[config.mk]
export PLATFORM = sky130hd
export DESIGN_NAME = ioctl_upload_server
export DESIGN_NICKNAME = d
export VERILOG_FILES = /design/src/rtl/ioctl_upload_server.sv
export SDC_FILE = /design/constraint.sdc
export NUM_CORES = 1
export LEC_CHECK = 0
export CORE_ASPECT_RATIO = 0.7
export CORE_UTILIZATION = 60
export CTS_BUF_LIST = sky130_fd_sc_hd__clkbuf_16
export DETAILED_ROUTE_END_ITERATION = 10
export DONT_BUFFER_PORTS = 1
export GPL_TIMING_DRIVEN = 0
export HOLD_SLACK_MARGIN = 0.1
export PLACE_DENSITY_LB_ADDON = 0.08
export SLEW_MARGIN = 40
export SYNTH_ARGS = -nofsm -noshare
export SYNTH_HDL_FRONTEND = slang
export SYNTH_SLANG_ARGS = --single-unit
[constraint.sdc]
create_clock -name clk_sys -period 5.79 [get_ports clk_sys]
set_clock_uncertainty 0.15 [all_clocks]
set_input_delay 1.158 -clock clk_sys [delete_from_list [all_inputs] [get_ports clk_sys]]
set_output_delay 1.158 -clock clk_sys [all_outputs]
set_load 0.01 [all_outputs]
[src/rtl/ioctl_upload_server.sv]
// ioctl_upload_server: answers HPS ioctl upload reads with 16-bit words fetched byte-wise from core RAM.
// Ports: clk_sys/reset (sync, active-high); ioctl_upload, ioctl_index, ioctl_rd, ioctl_addr, ioctl_din, ioctl_wait
// form the hps_io upload handshake; upload_req asks the HPS to start a save, save_trigger requests one;
// ram_addr/ram_rd/ram_q is the core byte RAM port; busy marks a matching session, done pulses at its end.
// Optional UPLOAD_AUTOREQ_EN adds ram_we and vblank: writes mark the RAM dirty and the next vblank rise requests a save.
module ioctl_upload_server #(
    parameter logic [7:0] UPLOAD_INDEX = 8'd4,
    parameter int         ADDR_W       = 10,
    parameter int         DATA_BYTES   = 1024,
    parameter int         RAM_LATENCY  = 1
) (
    input  logic              clk_sys,
    input  logic              reset,
    input  logic              ioctl_upload,
    input  logic [7:0]        ioctl_index,
    input  logic              ioctl_rd,
    input  logic [26:0]       ioctl_addr,
    output logic [15:0]       ioctl_din,
    output logic              ioctl_wait,
    output logic              upload_req,
    input  logic              save_trigger,
    output logic [ADDR_W-1:0] ram_addr,
    output logic              ram_rd,
    input  logic [7:0]        ram_q,
`ifdef UPLOAD_AUTOREQ_EN
    input  logic              ram_we,
    input  logic              vblank,
`endif
    output logic              busy,
    output logic              done
);
    typedef enum logic [2:0] {IDLE, LO_REQ, LO_WAIT, HI_REQ, HI_WAIT} state_t;
    state_t            state, state_n;
    logic [1:0]        cnt, cnt_n;
    logic [7:0]        lo, lo_n;
    logic              oor_lo, oor_hi, oor_lo_n, oor_hi_n;
    logic [15:0]       din_n;
    logic              wait_n, rd_n, busy_d, auto_set;
    logic [ADDR_W-1:0] addr_n;
    logic [26:0]       addr_even;
    wire active = ioctl_upload && (ioctl_index == UPLOAD_INDEX);
    assign addr_even = ioctl_addr & ~27'd1;
    always_comb begin
        state_n  = state;
        cnt_n    = cnt;
        lo_n     = lo;
        oor_lo_n = oor_lo;
        oor_hi_n = oor_hi;
        din_n    = ioctl_din;
        wait_n   = ioctl_wait;
        rd_n     = 1'b0;
        addr_n   = ram_addr;
        if (!active) begin
            // session lost: drop the fetch, keep the last presented word
            state_n = IDLE;
            wait_n  = 1'b0;
        end else begin
            case (state)
                IDLE: if (ioctl_rd) begin
                    state_n  = LO_REQ;
                    wait_n   = 1'b1;
                    rd_n     = 1'b1;
                    addr_n   = addr_even[ADDR_W-1:0];
                    // range is judged on the full address; ram_addr itself wraps
                    oor_lo_n = addr_even >= 27'(DATA_BYTES);
                    oor_hi_n = addr_even + 27'd1 >= 27'(DATA_BYTES);
                end
                LO_REQ, HI_REQ: begin
                    cnt_n   = 2'(RAM_LATENCY - 1);
                    state_n = state == LO_REQ ? LO_WAIT : HI_WAIT;
                end
                LO_WAIT: if (cnt == 2'd0) begin
                    lo_n    = oor_lo ? 8'hFF : ram_q;
                    addr_n  = ram_addr + 1'b1;
                    rd_n    = 1'b1;
                    state_n = HI_REQ;
                end else
                    cnt_n = cnt - 2'd1;
                HI_WAIT: if (cnt == 2'd0) begin
                    din_n   = {oor_hi ? 8'hFF : ram_q, lo};
                    wait_n  = 1'b0;
                    state_n = IDLE;
                end else
                    cnt_n = cnt - 2'd1;
                default: state_n = IDLE;
            endcase
        end
    end
    always_ff @(posedge clk_sys) begin
        if (reset) begin
            state      <= IDLE;
            cnt        <= '0;
            lo         <= '0;
            oor_lo     <= 1'b0;
            oor_hi     <= 1'b0;
            ioctl_din  <= '0;
            ioctl_wait <= 1'b0;
            ram_rd     <= 1'b0;
            ram_addr   <= '0;
            busy       <= 1'b0;
            busy_d     <= 1'b0;
            done       <= 1'b0;
        end else begin
            state      <= state_n;
            cnt        <= cnt_n;
            lo         <= lo_n;
            oor_lo     <= oor_lo_n;
            oor_hi     <= oor_hi_n;
            ioctl_din  <= din_n;
            ioctl_wait <= wait_n;
            ram_rd     <= rd_n;
            ram_addr   <= addr_n;
            busy       <= active;
            busy_d     <= busy;
            done       <= busy_d && !busy;
        end
    end
`ifdef UPLOAD_AUTOREQ_EN
    logic vblank_q, dirty;
    assign auto_set = vblank && !vblank_q && dirty && !busy;
    always_ff @(posedge clk_sys) begin
        if (reset) begin
            vblank_q <= 1'b0;
            dirty    <= 1'b0;
        end else begin
            vblank_q <= vblank;
            // a write racing the clear keeps the RAM marked dirty
            dirty    <= ram_we ? 1'b1 : auto_set ? 1'b0 : dirty;
        end
    end
`else
    assign auto_set = 1'b0;
`endif
    // a session starting means the pending request was served, so busy rise beats a new trigger
    always_ff @(posedge clk_sys) begin
        if (reset)
            upload_req <= 1'b0;
        else if (active && !busy)
            upload_req <= 1'b0;
        else if (!busy && (save_trigger || auto_set))
            upload_req <= 1'b1;
    end
endmodule

## Yosys cells after proc, flatten, opt, wreduce, memory -nomap -nowiden

Cells that the tools add are included.

- $add $sub $neg: 3
- $lt $le $gt $ge: 2
- Equality and inequality tests: 9
- Multiplexer cells: 18
- Bitwise gates (word level): 1
- Reductions and logical operators: 21

Operators by type and width:

| cell | number |
|---|---|
| greater-or-equal comparator 27 x 11 -> 1 bit (second input constant) | 2 |
| adder 27 x 1 -> 27 bit (second input constant) | 1 |
| two-way mux 10 bit | 2 |
| case mux 10 bit (2 select lines) | 1 |
| AND reduction 3 bit | 6 |
| two-way mux 8 bit | 2 |
| two-way mux 3 bit | 4 |
| case mux 3 bit (4 select lines) | 1 |
| adder 10 x 1 -> 10 bit (second input constant) | 1 |
| equality test 8 x 3 -> 1 bit (second input constant) | 1 |
| != test 2 bit (second input constant) | 4 |
| OR reduction 2 bit | 4 |
| equality test 3 x 2 -> 1 bit (second input constant) | 2 |
| nonzero test 2 bit | 3 |
| logical AND 1 bit | 4 |
| two-way mux 1 bit | 4 |
| case mux 1 bit (2 select lines) | 2 |
| case mux 2 bit (2 select lines) | 1 |
| AND reduction 4 bit | 1 |
| equality test 3 x 1 -> 1 bit (second input constant) | 1 |
| equality test 3 bit (second input constant) | 1 |
| zero test 3 bit | 1 |
| zero test 2 bit | 1 |
| two-way mux 2 bit | 1 |
| other kinds (3) | 3 |

- Register bits: 47
- Bits of input ports: 48
- Output and inout bits: 31
- Logic and storage cells: 67

## Depth between registers and ports, before layout

- Depth in word-level cells: 4
- Depth in mapped cells: 9

## Worst setup path before layout

Ideal clock, no wire load.

- Path kind: input -> register
- From: input ioctl_rd
- To: register ram_addr[9]
- Library setup time: 74 ps
- Data arrival time: 2563 ps
- Required time: 5566 ps
- Slack: 3003 ps
- Stages: 7
- Path buffers: 2
- Cell sequence: mux2i_1 > or3_1 > buf_2 > or2_1 > buf_2 > or4_1 > a31oi_1

- Longest elaborated chain between the ends: 2

RTL lines:

| element | RTL line | text |
|---|---|---|
| from (decl) | 16 | `input logic ioctl_rd,` |
| != test 2 bit (no line) | n/a |  |
| AND reduction 4 bit (no line) | n/a |  |
| to (signal assigned) | 112 | `ram_addr <= addr_n;` |
| to (decl) | 22 | `output logic [ADDR_W-1:0] ram_addr,` |

Every way passes these cells.
A chain may end at the register's enable or synchronous reset.

## Worst setup path in the final report

- From: input ioctl_index[5]
- To: register ioctl_din[7]

- Longest elaborated chain between the ends: 3

RTL lines:

| element | RTL line | text |
|---|---|---|
| from (decl) | 15 | `input logic [7:0] ioctl_index,` |
| equality test 8 x 3 -> 1 bit | 41 | `wire active = ioctl_upload && (ioctl_index == UPLOAD_INDEX);` |
| logical AND 1 bit | 41 |  |
| AND reduction 3 bit (no line) | n/a |  |
| to (signal assigned) | 109 | `ioctl_din <= din_n;` |
| to (decl) | 18 | `output logic [15:0] ioctl_din,` |

Every way passes these cells.

==> impl_metrics.json <==
{
  "required_ns": 5.85,
  "die-width_um": 72.4,
  "p_total_w": 0.000614,
  "crit_path_end_kind": "flip-flop",
  "grt_start_max_net_pins": 15,
  "clkTransAtPathRegs_ns": 0.06,
  "ys_seq_elements": 47,
  "port_buffers": 0,
  "status": "finished clean",
  "gr-usage-met3": 0.110,
  "synth_warnings": 0,
  "yosysSeqAreaShare": 0.452,
  "ant_nets": 0,
  "clock.fmax_ghz": 0.349,
  "drt_iter0_drc": 133,
  "hp-class": "flip-flop to flip-flop",
  "num_antenna_cells": 0,
  "power_leakage_nw": 0.746,
  "syn_area_per_cell_um2": 7.77,
  "synthCells": 268,
  "arrival_ns": 2.93,
  "vias": 1887,
  "drive_above_1_share": 0.0616,
  "synth_fp_nets": 318,
  "routed_wl_um": 4950,
  "cts_hold_buf": 0,
  "cts_root_buffer": "clkbuf_16",
  "synth_area_um2": 2080,
  "start_kind": "primary input",
  "worst_slew_pin_slew_ns": 0.734,
  "drv_slew": 0,
  "hpwlAfterDp_um": 3580,
  "row_count": 17,
  "initial_core_util": 0.644,
  "multiInputGateArea_um2": 1010,
  "hold_violations": 0,
  "gp_congestion": 0.785,
  "die_area_um2": 3720,
  "die_height_um": 51.3,
  "critPathMaxFanout": 10,
  "cts_resized": 0,
  "dpl.cell_count": 315,
  "cts.sinks": 47,
  "antenna_found_initial": 0,
  "met1_usage": 0.383,
  "clock_latency_ns": 0.29,
  "boundaryPins": 79,
  "cts_setup_buffers": 0,
  "crit_type": "primary input to flip-flop",
  "drtPass1Iterations": 4,
  "layout_common_cells": "47 x dfxtp_1, 41 x nand2_1, 35 x nor3_1",
  "p_per_area_nw_per_um2": 269,
  "maxCapViolations": 0,
  "grt_usage": 0.280,
  "period_needed_ns": 2.87,
  "overflow": 0,
  "grt_pass1_vias": 1679,
  "use_met2": 0.403,
  "final_cells": 323,
  "area_growth_pct": 9.55,
  "slowest_stage": "clkbuf_1",
  "min_period_over_period": 0.495,
  "layout.nets": 325,
  "worstPathCellList": "nor4b_1 -> nand4b_1 -> clkbuf_8 -> nor2_1 -> clkbuf_1 -> nand2_1 -> a21oi_1",
  "coreArea_um2": 3230,
  "mostFrequentLayoutCell": "dfxtp_1",
  "wl_per_cell_um": 15.3,
  "regArea_um2": 941,
  "viasPerCell": 5.84,
  "slew_headroom": 0.510,
  "cts_max_path_buffers": 2,
  "grt_most_used_layer": "met2",
  "drc": 0,
  "grt_pass1_wl_um": 7650,
  "setup_viol": 0,
  "rsz0062_at_grt": "false",
  "ir_drop_v": 0.000193,
  "cts_made_buffers": 5,
  "cts.htree.levels": 2,
  "critPathMaxStageDelay_ns": 0.41,
  "fill_cells": 288,
  "timing.setup.tns_ns": 0,
  "ys_types": 42,
  "cts_tree": "done"
}
[layer usage]
layer  vias to the layer above  share of wire
met5                         -              0
met4                         0         0.0061
met3                         4          0.091
met2                        91           0.42
met1                       853           0.48
li1                        939              -
[synthesized netlist by cell type, drive strengths merged]
cell,number,share of area
nand3,3,0.0072
nor4,4,0.012
clkbuf,14,0.035
xor2,1,0.0042
or3,5,0.015
ha,2,0.012
nand4,4,0.012
a31oi,2,0.0060
a21o,2,0.0072
o31ai,1,0.0036
or2,4,0.012
nor2b,1,0.0030
nand4b,1,0.0042
o21ai,8,0.019
nor4b,1,0.0042
nand2b,1,0.0030
mux2i,1,0.0048
and2,1,0.0030
a21oi,24,0.058
xnor2,1,0.0042
nor3b,2,0.0072
a311oi,1,0.0042
a211oi,3,0.011
buf,6,0.019
nand3b,3,0.011
o21bai,2,0.0072
dfxtp,47,0.45
o211ai,1,0.0036
inv,6,0.011
and4,1,0.0042
o31a,1,0.0048
a22o,1,0.0042
nor2,33,0.059
or3b,1,0.0042
and3,1,0.0030
or4,2,0.0072
nor3,35,0.084
nand2,41,0.074
[area by class of cell]
type / count / area share
buffer: 20 / 0.0493
clock buffer: 5 / 0.0548
clock inverter: 3 / 0.00658
inverter: 6 / 0.00987
multi-input combinational: 195 / 0.441
sequential: 47 / 0.412
tap: 47 / 0.0258
[final timing paths]
kind	startpoint	slack [ns]	depth (start not counted)	to
worst min register to register	lo[3]	0.31	2	ioctl_din[3]
worst min-delay path	lo[3]	0.31	2	ioctl_din[3]
worst max register to register	cnt[0]	3.31	9	ram_addr[9]
worst max-delay path	ioctl_index[5]	2.92	7	ioctl_din[7]
[worst max-delay path: cells and delay by family]
kind	cells	cell delay, ns
AO/OA/AOI/OAI	1	0.14
buffers and inverters	2	0.62
AND/OR/NAND/NOR	4	1.00
[state kept, by name, summed over array words and instances (netlist names)]
name	flops
ram_addr	10
oor_hi	1
ram_rd	1
upload_req	1
oor_lo	1
busy_d	1
busy	1
ioctl_wait	1
lo	8
ioctl_din	16
state	3
done	1
cnt	2
[logic make-up after synthesis]
group | share of synthesized area
and+or+nand+nor | 0.330
DFF | 0.452
AOI/OAI and AO/OA | 0.129
buffers and inverters | 0.0649
xor gates and xnor gates | 0.00841
adders and majority gates | 0.0120
muxes | 0.00480
[power breakdown]
group	total (W)	leakage, nW	switching, W	internal, W
logic	0.0000129	0.302	0.00000807	0.00000487
clock network	0.000276	0.0649	0.000119	0.000157
registers	0.000325	0.379	0.000000808	0.000324
[per-stage QoR]
step | setup slack [ns] | utilization | hold WS (ns) | instance area, um2
floorplan | 3.00 | - | 0.280 | 2080
CTS | 2.94 | 0.706 | 0.306 | 2280
detailed placement | 2.66 | 0.663 | 0.297 | 2140
finish | 2.92 | 0.706 | 0.305 | 2280
global placement | 2.66 | 0.663 | 0.290 | 2140
global route | 2.71 | 0.706 | 0.319 | 2280
Note: power is estimated with default switching activity, not from simulation.
